<file path="src/rtl/up_counter_ctrl.sv">
// -----------------------------------------------------------------------------
// up_counter_ctrl
//
// Run/stop/clear controller for the 0..MAX_COUNT up-counter that feeds
// fnd_controller's counter[13:0] input. It detects rising edges on the
// debounced button levels and runs a STOP/RUN/CLEAR state machine. While
// running, it divides the system clock down to TICK_HZ and advances the
// 14-bit count on every tick, wrapping at MAX_COUNT.
//
// Optional feature, macro UP_COUNTER_CTRL_DIR_EN:
//   When defined, a rising edge on btn_mode toggles the count direction
//   (o_dir). When undefined, btn_mode is ignored and the block counts up only.
//
// Parameters:
//   CLK_FREQ   system clock frequency in Hz
//   TICK_HZ    count rate in Hz; DIV = CLK_FREQ/TICK_HZ must be >= 2
//   MAX_COUNT  last value before wrapping to 0 (<= 16383)
//
// Ports:
//   clk           system clock, rising edge
//   reset         asynchronous, active-low reset
//   btn_run_stop  debounced level; rising edge toggles run/stop
//   btn_clear     debounced level; rising edge clears the count while stopped
//   btn_mode      debounced level; rising edge toggles direction (macro only)
//   counter       current count value
//   o_run         1 while the FSM is in RUN
//   o_tick        one-cycle pulse coincident with a tick-driven count update
//   o_dir         0 = up, 1 = down (tied 0 without the macro)
// -----------------------------------------------------------------------------
module up_counter_ctrl #(
    parameter int CLK_FREQ  = 100_000_000,
    parameter int TICK_HZ   = 10,
    parameter int MAX_COUNT = 9999
) (
    input  logic        clk,
    input  logic        reset,
    input  logic        btn_run_stop,
    input  logic        btn_clear,
    input  logic        btn_mode,
    output logic [13:0] counter,
    output logic        o_run,
    output logic        o_tick,
    output logic        o_dir
);

    localparam int              DIV      = CLK_FREQ / TICK_HZ;
    localparam int              DIV_W    = (DIV > 1) ? $clog2(DIV) : 1;
    localparam logic [DIV_W-1:0] DIV_LAST = DIV_W'(DIV - 1);
    localparam logic [13:0]     MAX_VAL  = 14'(MAX_COUNT);

    // Button vector bit positions
    localparam int BTN_RUN = 0;
    localparam int BTN_CLR = 1;

`ifdef UP_COUNTER_CTRL_DIR_EN
    localparam int BTN_MODE = 2;
    localparam int NBTN     = 3;
`else
    localparam int NBTN     = 2;
`endif

    typedef enum logic [1:0] {
        ST_STOP  = 2'd0,
        ST_RUN   = 2'd1,
        ST_CLEAR = 2'd2
    } state_t;

    logic [NBTN-1:0]  btn_vec;
    logic [NBTN-1:0]  prev_reg;
    logic [NBTN-1:0]  edge_vec;

    state_t           state_reg, state_next;
    logic [DIV_W-1:0] div_reg, div_next;
    logic [13:0]      count_reg, count_next;
    logic             run_reg;
    logic             tick_reg;
    logic             tick;
    logic             dir_down;

`ifdef UP_COUNTER_CTRL_DIR_EN
    assign btn_vec = {btn_mode, btn_clear, btn_run_stop};
`else
    assign btn_vec = {btn_clear, btn_run_stop};
    // btn_mode has no function in the up-only build
    logic unused_btn_mode;
    assign unused_btn_mode = btn_mode;
`endif

    // Rising-edge detect: one edge per low-to-high level transition. History
    // resets to 0, so a button already high at reset release gives one edge.
    generate
        for (genvar gi = 0; gi < NBTN; gi++) begin : g_edge
            assign edge_vec[gi] = btn_vec[gi] & ~prev_reg[gi];
        end
    endgenerate

    // Tick only while running; the divider restarts from 0 on every RUN entry
    assign tick = (state_reg == ST_RUN) && (div_reg == DIV_LAST);

    // Next-state logic. Clear wins over run_stop in STOP; all edges are
    // dropped during the single CLEAR cycle.
    always_comb begin
        state_next = state_reg;
        case (state_reg)
            ST_STOP: begin
                if (edge_vec[BTN_CLR])
                    state_next = ST_CLEAR;
                else if (edge_vec[BTN_RUN])
                    state_next = ST_RUN;
            end
            ST_RUN: begin
                if (edge_vec[BTN_RUN])
                    state_next = ST_STOP;
            end
            ST_CLEAR: state_next = ST_STOP;
            default:  state_next = ST_STOP;
        endcase
    end

    // Divider and count datapath
    always_comb begin
        div_next   = '0;
        count_next = count_reg;
        if (state_reg == ST_RUN && !tick)
            div_next = div_reg + 1'b1;

        if (state_reg == ST_CLEAR) begin
            count_next = '0;
        end else if (tick) begin
            // A tick coincident with a stop edge still advances the count
            if (dir_down)
                count_next = (count_reg == 14'd0) ? MAX_VAL : count_reg - 14'd1;
            else
                count_next = (count_reg == MAX_VAL) ? 14'd0 : count_reg + 14'd1;
        end
    end

    always_ff @(posedge clk or negedge reset) begin
        if (!reset) begin
            prev_reg  <= '0;
            state_reg <= ST_STOP;
            div_reg   <= '0;
            count_reg <= '0;
            run_reg   <= 1'b0;
            tick_reg  <= 1'b0;
        end else begin
            prev_reg  <= btn_vec;
            state_reg <= state_next;
            div_reg   <= div_next;
            count_reg <= count_next;
            run_reg   <= (state_next == ST_RUN);
            tick_reg  <= tick;
        end
    end

`ifdef UP_COUNTER_CTRL_DIR_EN
    logic dir_reg, dir_next;

    // Direction applies from the next tick: the current tick uses dir_reg
    always_comb begin
        dir_next = dir_reg;
        if (edge_vec[BTN_MODE] && state_reg != ST_CLEAR)
            dir_next = ~dir_reg;
    end

    always_ff @(posedge clk or negedge reset) begin
        if (!reset)
            dir_reg <= 1'b0;
        else
            dir_reg <= dir_next;
    end

    assign dir_down = dir_reg;
    assign o_dir    = dir_reg;
`else
    assign dir_down = 1'b0;
    assign o_dir    = 1'b0;
`endif

    assign counter = count_reg;
    assign o_run   = run_reg;
    assign o_tick  = tick_reg;

endmodule

</file>
<file path="config.mk">
export PLATFORM = sky130hd
export DESIGN_NAME = up_counter_ctrl
export DESIGN_NICKNAME = d
export VERILOG_FILES = /design/src/rtl/up_counter_ctrl.sv
export SDC_FILE = /design/constraint.sdc
export NUM_CORES = 1
export LEC_CHECK = 0
export BUFFER_PORTS_ARGS = -buffer_cell sky130_fd_sc_hd__buf_2
export CAP_MARGIN = 20
export CORE_MARGIN = 3
export CORE_UTILIZATION = 49
export DETAILED_ROUTE_END_ITERATION = 8
export GPL_TIMING_DRIVEN = 0
export PLACE_DENSITY = 0.68
export SYNTH_ARGS = -nofsm -noshare
export SYNTH_HDL_FRONTEND = slang
export SYNTH_SLANG_ARGS = --single-unit
</file>
<file path="constraint.sdc">
create_clock -name clk -period 4.79 [get_ports clk]
set_input_delay 0.2395 -clock clk [delete_from_list [all_inputs] [get_ports clk]]
set_output_delay 0.2395 -clock clk [all_outputs]
set_load 0.03 [all_outputs]
</file>
Yosys cells after proc, flatten, opt, wreduce, memory -nomap -nowiden
Cells that the tools add are included.
{"block": "totals", "elab_cells": 30, "register_bits": 44, "output_inout_bits": 17}
{"block": "classes", "n_bitwise": 4, "n_eq_ne": 5, "n_addsub": 2, "muxes": 8, "n_reduce_logical": 5}
{"cell": "$mux 14", "count": 3}
{"cell": "$add 24x1->24 const B", "count": 1}
{"cell": "$eq 24x24->1 const B", "count": 1}
{"cell": "$mux 24", "count": 1}
{"cell": "$add 14x1->14 const B", "count": 1}
{"cell": "$eq 14x14->1 const B", "count": 1}
{"cell": "$mux 2", "count": 3}
{"cell": "$eq 2x1->1 const B", "count": 2}
{"cell": "$pmux 2 s2", "count": 1}
{"cell": "$and 1x1->1", "count": 2}
{"cell": "$eq 2x2->1 const B", "count": 1}
{"cell": "$logic_and 1x1->1", "count": 2}
{"cell": "$logic_not 2->1", "count": 1}
{"cell": "$not 1->1", "count": 2}
{"cell": "$reduce_bool 2->1", "count": 1}
{"cell": "$logic_not 1->1", "count": 1}

Longest topological paths before layout
Gate-level depths: netlist of run 1.
{"block": "depth", "depth_word": 6, "ltp_mapped": 7}

Least setup slack after synthesis of run 1
OpenSTA, ideal clock, no wires.
{"block": "synth_path", "kind": "flip-flop to flip-flop", "from": "reg count_reg[0], in the netlist counter[0]", "to": "reg count_reg[9], in the netlist counter[9]", "setup_ns": 0.076, "setup_slack_ns": 2.788, "stages_incl_launch_ff": 8, "arrival_ns": 1.926, "n_path_buf": 1, "path_cell_list": "dfrtp_1 > ha_1 > and3_1 > nand4_1 > nand3_2 > buf_6 > or4_1 > o21ai_1"}
{"block": "synth_between", "elab_chain_len": 4}
{"item": "from (decl)", "line_no": "74", "rtl": "logic [13:0] count_reg, count_next;"}
{"item": "from (signal assigned)", "line_no": "150", "rtl": "count_reg <= count_next;"}
{"item": "$add 14x1->14 or $eq 14x14->1 (tied branches)", "line_no": "134", "rtl": "count_next = (count_reg == MAX_VAL) ? 14'd0 : count_reg + 14'd1;"}
{"item": "$mux 14 *", "line_no": "134"}
{"item": "$mux 14 *", "line_no": "129", "rtl": "end else if (tick) begin"}
{"item": "$mux 14 *", "line_no": "127", "rtl": "if (state_reg == ST_CLEAR) begin"}
Every way passes the cells marked *; elsewhere a longest branch is shown, timed or not. The select of a mux whose other input is x is not followed.
A chain may end at the register's enable or synchronous reset.

Final worst setup path of run 1
{"block": "layout_path", "from": "reg div_reg[16]", "to": "reg count_reg[9], in the netlist counter[9]"}
{"block": "layout_between", "elab_chain_len": 3}
{"item": "from (decl)", "line_no": "73", "rtl": "logic [DIV_W-1:0] div_reg, div_next;"}
{"item": "from (signal assigned)", "line_no": "149", "rtl": "div_reg <= div_next;"}
{"item": "$eq 24x24->1", "line_no": "98", "rtl": "assign tick = (state_reg == ST_RUN) && (div_reg == DIV_LAST);"}
{"item": "$logic_and 1x1->1", "line_no": "98"}
{"item": "$reduce_bool 2->1 (no source line)"}
No other way between the ends.

==> results of run 1 <==
[placed cells by master (no fill, tap or decap), types with 2 or more instances in the layout]
cell,n
sky130_fd_sc_hd__clkbuf_8,6
sky130_fd_sc_hd__and4_1,4
sky130_fd_sc_hd__o21ai_0,13
sky130_fd_sc_hd__xor2_1,7
sky130_fd_sc_hd__nor2b_1,2
sky130_fd_sc_hd__or4_1,4
sky130_fd_sc_hd__nand2_1,20
sky130_fd_sc_hd__nand4_1,7
sky130_fd_sc_hd__nand2b_1,3
sky130_fd_sc_hd__a21oi_1,12
sky130_fd_sc_hd__nor4b_1,3
sky130_fd_sc_hd__nand3_1,13
sky130_fd_sc_hd__nor3b_1,4
sky130_fd_sc_hd__inv_1,9
sky130_fd_sc_hd__nor3_1,9
sky130_fd_sc_hd__nor2_1,29
sky130_fd_sc_hd__ha_1,3
sky130_fd_sc_hd__buf_2,19
sky130_fd_sc_hd__a21o_1,2
sky130_fd_sc_hd__dfrtp_1,44
sky130_fd_sc_hd__or3_1,7
sky130_fd_sc_hd__clkbuf_1,6
sky130_fd_sc_hd__and2_1,2
sky130_fd_sc_hd__and3_1,6
sky130_fd_sc_hd__xnor2_1,13
[critical path, cell delays in order (launching register included)]
cell and delay [ns]:
sky130_fd_sc_hd__dfrtp_1 0.44, sky130_fd_sc_hd__nor4b_1 0.35, sky130_fd_sc_hd__and4_1 0.23, sky130_fd_sc_hd__clkbuf_1 0.21, sky130_fd_sc_hd__nand3_2 0.14, sky130_fd_sc_hd__buf_6 0.17
sky130_fd_sc_hd__or4_1 0.46, sky130_fd_sc_hd__o21ai_1 0.09
[power groups by stage]
stage	Clock (uW)	Sequential, uW	Combinational (uW)
after floorplan	0	394	25.5
after global placement	0	392	47.5
after detailed placement	0	392	47.9
after CTS	251	384	48.2
after global routing	261	386	52.6
final	240	384	46.5
[worst paths after layout]
kind,startpoint,end
worst max-delay path,div_reg[16],counter[9]
worst min-delay path,btn_clear,prev_reg[1]
worst max register to register,div_reg[16],counter[9]
worst min register to register,div_reg[0],div_reg[0]
max in group asynchronous,reset,div_reg[16]
min in group asynchronous,reset,counter[12]
[per-layer routing]
layer	routed length [um]	track usage	vias up
li1	-	-	879
met1	2090	0.236	850
met2	2140	0.286	33
met3	163	0.0451	2
met4	19	0.0483	0
met5	0	0	-
[layout make-up]
class,instances,area (um2),area share
Multi-Input combinational cell,177,1060,0.429
Buffer,6,33.8,0.0136
Sequential cell,44,1100,0.444
Clock buffer,8,90.1,0.0363
Tap cell,50,62.6,0.0252
Inverter,9,33.8,0.0136
Timing Repair Buffer,19,95.1,0.0384
[metrics by stage]
step	util	power, uW	std cells	hold slack (ns)
6_report	0.590	671	313	0.0571
5_1_grt	0.590	700	313	0.0533
4_1_cts	0.590	684	313	0.0498
3_5_place_dp	0.568	440	305	0.360
3_3_place_gp	0.568	439	305	0.359
2_1_floorplan	-	420	236	-0.0561
[cell families after synthesis]
group                    Yosys count  synth area share
buffers and inverters             15            0.0303
other                              1           0.00168
AND/OR/NAND/NOR                  120             0.296
adder cells (fa/ha/maj)            3            0.0168
XOR/XNOR                          20            0.0785
flip-flops                        44             0.494
AO/OA/AOI/OAI                     33            0.0830
==> impl_metrics.csv, run 1 <==
group,metric,value,unit
floorplanning,die_width,73.5,um
setup_path,critical_path_startpoint_category,"flop",
timing,min_period,2.18,ns
setup_path,cp_class,"reg -> reg",
synthesis,ys.warnings.count,0,
timing,setup-violations-final,0,
synthesis,synth_edf_count,0,
clocking,cts_tree,"built",
grt,grt-ovfl-total,0,
floorplanning,die_h,73.5,um
setup_path,worstPathArrival,2.40,ns
place,finalWeightedCongestion,0.798,
clocking,path_clk_slew,0.08,ns
worst_hold_path,timing.hold.worst_path_depth,1,
power,p_leak,0.00107,uW
synthesis,synth.distinct_cells,39,
synthesis,synth_most_common_cell,"sky130_fd_sc_hd__dfrtp_1",
timing,setup_total_negative_slack,0,ns
synthesis,post_syn_nets,244,
clocking,tritoncts_num_sinks,44,
clocking,cts_max_level,2,
timing,slew-limit-headroom,0.344,
cells_and_area,drive_gt1_frac,0.122,
power,seq_power_share,0.573,
power,power.ir.vdd_worst,169,uV
setup_path,kind_of_capture_point_of_the_worst_setup_path,"flop",
grt,grt_antenna_before_repair,0,
outcome,run_status,"complete, no violations",
power,power.switching_fraction,0.243,
cells_and_area,largest_register_ff_count,24,
timing,finalHoldViolCount,0,
power,comb_power_share,0.069,
timing,slew_violations,0,
grt,grt_first_pass_wirelength,7530,um
clocking,clock_root_buffer,"sky130_fd_sc_hd__clkbuf_8",
synthesis,synth_area_per_cell,9.45,um2
routing,drt_via_density,5.64,
setup_path,regToRegSetupSlack,2.61,ns
routing,drt_pass1_iterations,4,
synthesis,netlist.top_cell.by_area,"sky130_fd_sc_hd__dfrtp_1",
setup_path,crit_required,5.01,ns
floorplanning,boundaryPins,22,
setup_path,rr_worst_depth,7,
routing,wire_per_inst,14.1,um
synthesis,post_synth_design_cell_area,2230,um2
grt,groute.usage.overall,0.177,
clocking,cts.hold.buffers_added,0,
power,clkPwrFrac,0.358,
synthesis,netlist_top_cells_area,"sky130_fd_sc_hd__dfrtp_1 (49%), sky130_fd_sc_hd__xnor2_1 (5.1%), sky130_fd_sc_hd__nor2_1 (4.9%)",
place,dp_worst_setup_slack,2.64,ns
timing,max_slew.worst_pin.slew,0.983,ns
floorplanning,placement_rows,23,
clocking,clkLatencyLatePin,0.29,ns
routing,finalWirelength,4410,um
cells_and_area,diode_count,0,
grt,grt_pass1_vias,1668,
routing,drt_iter0_drc,72,
timing,fmax,459,MHz
synthesis,synth-main-ff-cell,"sky130_fd_sc_hd__dfrtp_1",
place,port_buffers,19,
synthesis,yosys-top-cells-count,"sky130_fd_sc_hd__dfrtp_1 (44), sky130_fd_sc_hd__nor2_1 (29), sky130_fd_sc_hd__nand2_1 (20)",
cells_and_area,syn2layout_area_growth,11.1,%
synthesis,synth_largest_type_area_fraction,0.494,
floorplanning,initial_core_util,0.531,
timing,grt_setup_unrepaired,"false",
setup_path,critical_path_peak_fanout,10,
cells_and_area,final_nets,270,
synthesis,synthesis.instances,236,
synthesis,yosysSeqAreaShare,0.494,
power,power-per-cell-area,271,nW/um2
place,dpl-instance-area,2390,um2
timing,worst_clock_skew,0.00602,ns
cells_and_area,final_area,2480,um2
worst_hold_path,worst_hold_class,"in -> reg",
place,place_hpwl,3050,um
clocking,post_cts.repair.setup_buffers,0,
clocking,cts.path.max_buffers,2,
floorplanning,dieArea,5400,um2
grt,grt_max_degree,45,
clocking,cts-buffers-inserted,5,
routing,vias,1764,
cells_and_area,filler_cell_count,371,
synthesis,synth.ff_latch_count,44,
routing,total_drc_errors_in_the_routed_layout,0,
timing,layout_setup_ws,2.61,ns
clocking,cts-resized-gates,0,
flow_run,maxCapViolations,0,
timing,layout_worst_path_cycle_share,0.454,
power,power.net_switching,163,uW
power,p_int,508,uW
synthesis,postSynth.asyncResetShare,1.00,
routing,postRouteAntennaNets,0,
floorplanning,placeable_core_region,4200,um2
No activity file was read; power rests on OpenSTA's default activity.
==> run 2, diff against run 1 <==
PLACE_DENSITY = 0.71   (was 0.68)
clock period = 2 ns   (was 4.79 ns; I/O delays follow)
==> run 2 against run 1 <==
Net effect: clock skew is 0.0015 ns higher; hold slack improved by 0.41 ns; flip-flop and latch count unchanged; cell count up 2.9%; die area unchanged; highest routed layer unchanged; count of clock-buffer cells in the layout is 1 lower; largest power group unchanged; clock power rose to 3.1 times the previous value; fmax up 14%; power increased to 2.7 times the previous value; largest cell class is now multi-input combinational cells; global-route usage barely moved.
==> impl_metrics.csv, run 2 (synthesized netlist as in run 1, its figures left out) <==
group,metric,value,unit
outcome,run_status,"complete, no violations",
grt,grt-ovfl-total,0,
routing,finalWirelength,4460,um
cells_and_area,largest_register_ff_count,24,
routing,postRouteAntennaNets,0,
cells_and_area,area.sequential,1110,um2
timing,slew_violations,0,
setup_path,crit_required,2.23,ns
setup_path,critical_path_peak_fanout,5,
clocking,path_clk_slew,0.08,ns
routing,vias,1830,
grt,grt_antenna_before_repair,0,
cells_and_area,most_used_cells_in_the_layout_excluding_fill_and_tap_cells,"sky130_fd_sc_hd__dfrtp_1 (40), sky130_fd_sc_hd__nor2_1 (29), sky130_fd_sc_hd__nand2_1 (20), sky130_fd_sc_hd__buf_2 (20)",
place,place.detailed.instances,305,
setup_path,worst_r2r_end,"counter[9]",
cells_and_area,final_cells,322,
routing,total_drc_errors_in_the_routed_layout,0,
clocking,cts_tree,"built",
cells_and_area,multi_input_area,1120,um2
place,dp_worst_setup_slack,-0.174,ns
setup_path,crit_path_top_delay_cell,"sky130_fd_sc_hd__dfrtp_1",
timing,finalHoldViolCount,0,
grt,grt_max_degree,45,
timing,setup_total_negative_slack,0,ns
routing,drt_pass1_iterations,4,
cells_and_area,drive_gt1_frac,0.191,
clocking,cts-buffers-inserted,5,
routing,wire_per_inst,13.8,um
cells_and_area,diode_count,0,
setup_path,regToRegSetupSlack,0.1,ns
grt,grt_pass1_vias,1718,
timing,max_slew.worst_pin.slew,0.953,ns
setup_path,worstPathArrival,2.13,ns
cells_and_area,syn2layout_area_growth,18.9,%
setup_path,slowest_delay,0.41,ns
timing,min_period,1.90,ns
floorplanning,dieArea,5400,um2
floorplanning,placement_rows,23,
floorplanning,placeable_core_region,4200,um2
setup_path,cp_class,"reg -> reg",
clocking,tritoncts_num_sinks,44,
floorplanning,die_h,73.5,um
routing,drt_via_density,5.68,
power,power-per-cell-area,674,nW/um2
power,power.ir.vdd_worst,349,uV
clocking,cts_max_level,2,
timing,hold_slack,0.464,ns
timing,worst_clock_skew,0.00754,ns
floorplanning,boundaryPins,22,
cells_and_area,layout.cells.most_common,"sky130_fd_sc_hd__dfrtp_1",
flow_run,maxCapViolations,0,
setup_path,kind_of_capture_point_of_the_worst_setup_path,"flop",
setup_path,launch_point_of_the_worst_reg_to_reg_path,"div_reg[1]",
timing,slew-limit-headroom,0.364,
place,finalWeightedCongestion,0.840,
cells_and_area,final_nets,279,
routing,drt_iter0_drc,104,
setup_path,path_cells,"ha_4 > nand4_4 > nor4_4 > nand3_2 > buf_6 > or4_1 > o21ai_1",
timing,grt_setup_unrepaired,"true",
cells_and_area,filler_cell_count,359,
setup_path,rr_worst_depth,7,
timing,layout_setup_ws,0.0973,ns
place,port_buffers,19,
worst_hold_path,worst_hold_class,"in -> reg",
floorplanning,die_width,73.5,um
clocking,cts.path.max_buffers,2,
clocking,clkLatencyLatePin,0.29,ns
setup_path,critical_path_startpoint_category,"flop",
floorplanning,initial_core_util,0.531,
timing,setup-violations-final,0,
grt,groute.usage.overall,0.177,
clocking,clock_root_buffer,"sky130_fd_sc_hd__clkbuf_8",
setup_path,critPathLaunch,"div_reg[1]",
grt,grt_first_pass_wirelength,7620,um
power,p_leak,0.00114,uW
timing,layout_worst_path_cycle_share,0.951,
place,place_hpwl,3020,um
setup_path,cp-endpoint,"counter[9]",
timing,fmax,526,MHz
[run 2: worst min-delay path by stage]
| stage | start | end | cells after the start |
|---|---|---|---|
| 6_report | btn_clear | prev_reg[1] | 2 |
| 5_1_grt | btn_clear | prev_reg[1] | 2 |
| 4_1_cts | btn_run_stop | prev_reg[0] | 2 |
| 3_5_place_dp | btn_clear | prev_reg[1] | 1 |
| 3_3_place_gp | btn_clear | prev_reg[1] | 1 |
| 2_1_floorplan | reset | counter[0] | 0 |
[run 2: cell type report]
class / instances / area share
Clock inverter: 1 / 0.0113
Buffer: 5 / 0.0118
Sequential cell: 44 / 0.417
Tap cell: 50 / 0.0236
Multi-Input combinational cell: 177 / 0.421
Inverter: 9 / 0.0127
Timing Repair Buffer: 29 / 0.0660
Clock buffer: 7 / 0.0363
[run 2: per-stage QoR]
step	instance area [um2]	utilization	total power (uW)
2_1_floorplan	2230	-	1000
3_3_place_gp	2390	0.569	1050
3_5_place_dp	2390	0.569	1050
4_1_cts	2590	0.617	1800
5_1_grt	2650	0.631	1860
6_report	2650	0.631	1790
[run 2: timing repair]
| action | 4_1_cts | 5_1_grt |
|---|---|---|
| pin swaps | 2 | 6 |
| buffers inserted | 3 | 3 |
| gates resized for setup | 3 | 14 |
| hold buffers | 3 | 0 |
| endpoints found under the setup margin | 29 | 31 |
| cloned | 0 | 1 |
| endpoints found under the hold margin | 46 | 0 |
[run 2: critical path, delay by kind of cell (launching register included)]
kind / cells / cell delay [ns]
adders and majority gates: 1 / 0.18
and+or+nand+nor: 4 / 1.00
AOI/OAI and AO/OA: 1 / 0.09
buffers and inverters: 1 / 0.17
DFF: 1 / 0.41
[run 2: power by group]
| group | internal [uW] | switching [uW] | total (uW) | leakage [uW] |
|---|---|---|---|---|
| Clock | 441 | 295 | 736 | 0.0000645 |
| Combinational | 42.6 | 85.8 | 128 | 0.000473 |
| Sequential | 907 | 16.2 | 923 | 0.000600 |
| Total | 1390 | 397 | 1790 | 0.00114 |
[run 2: layer usage]
metal  share of wire  track usage  vias to the layer above
met5               0            0                        -
met4           0.012       0.0664                        0
met3           0.049       0.0287                        5
met2            0.50        0.292                       47
met1            0.44        0.232                      875
li1                -            -                      903
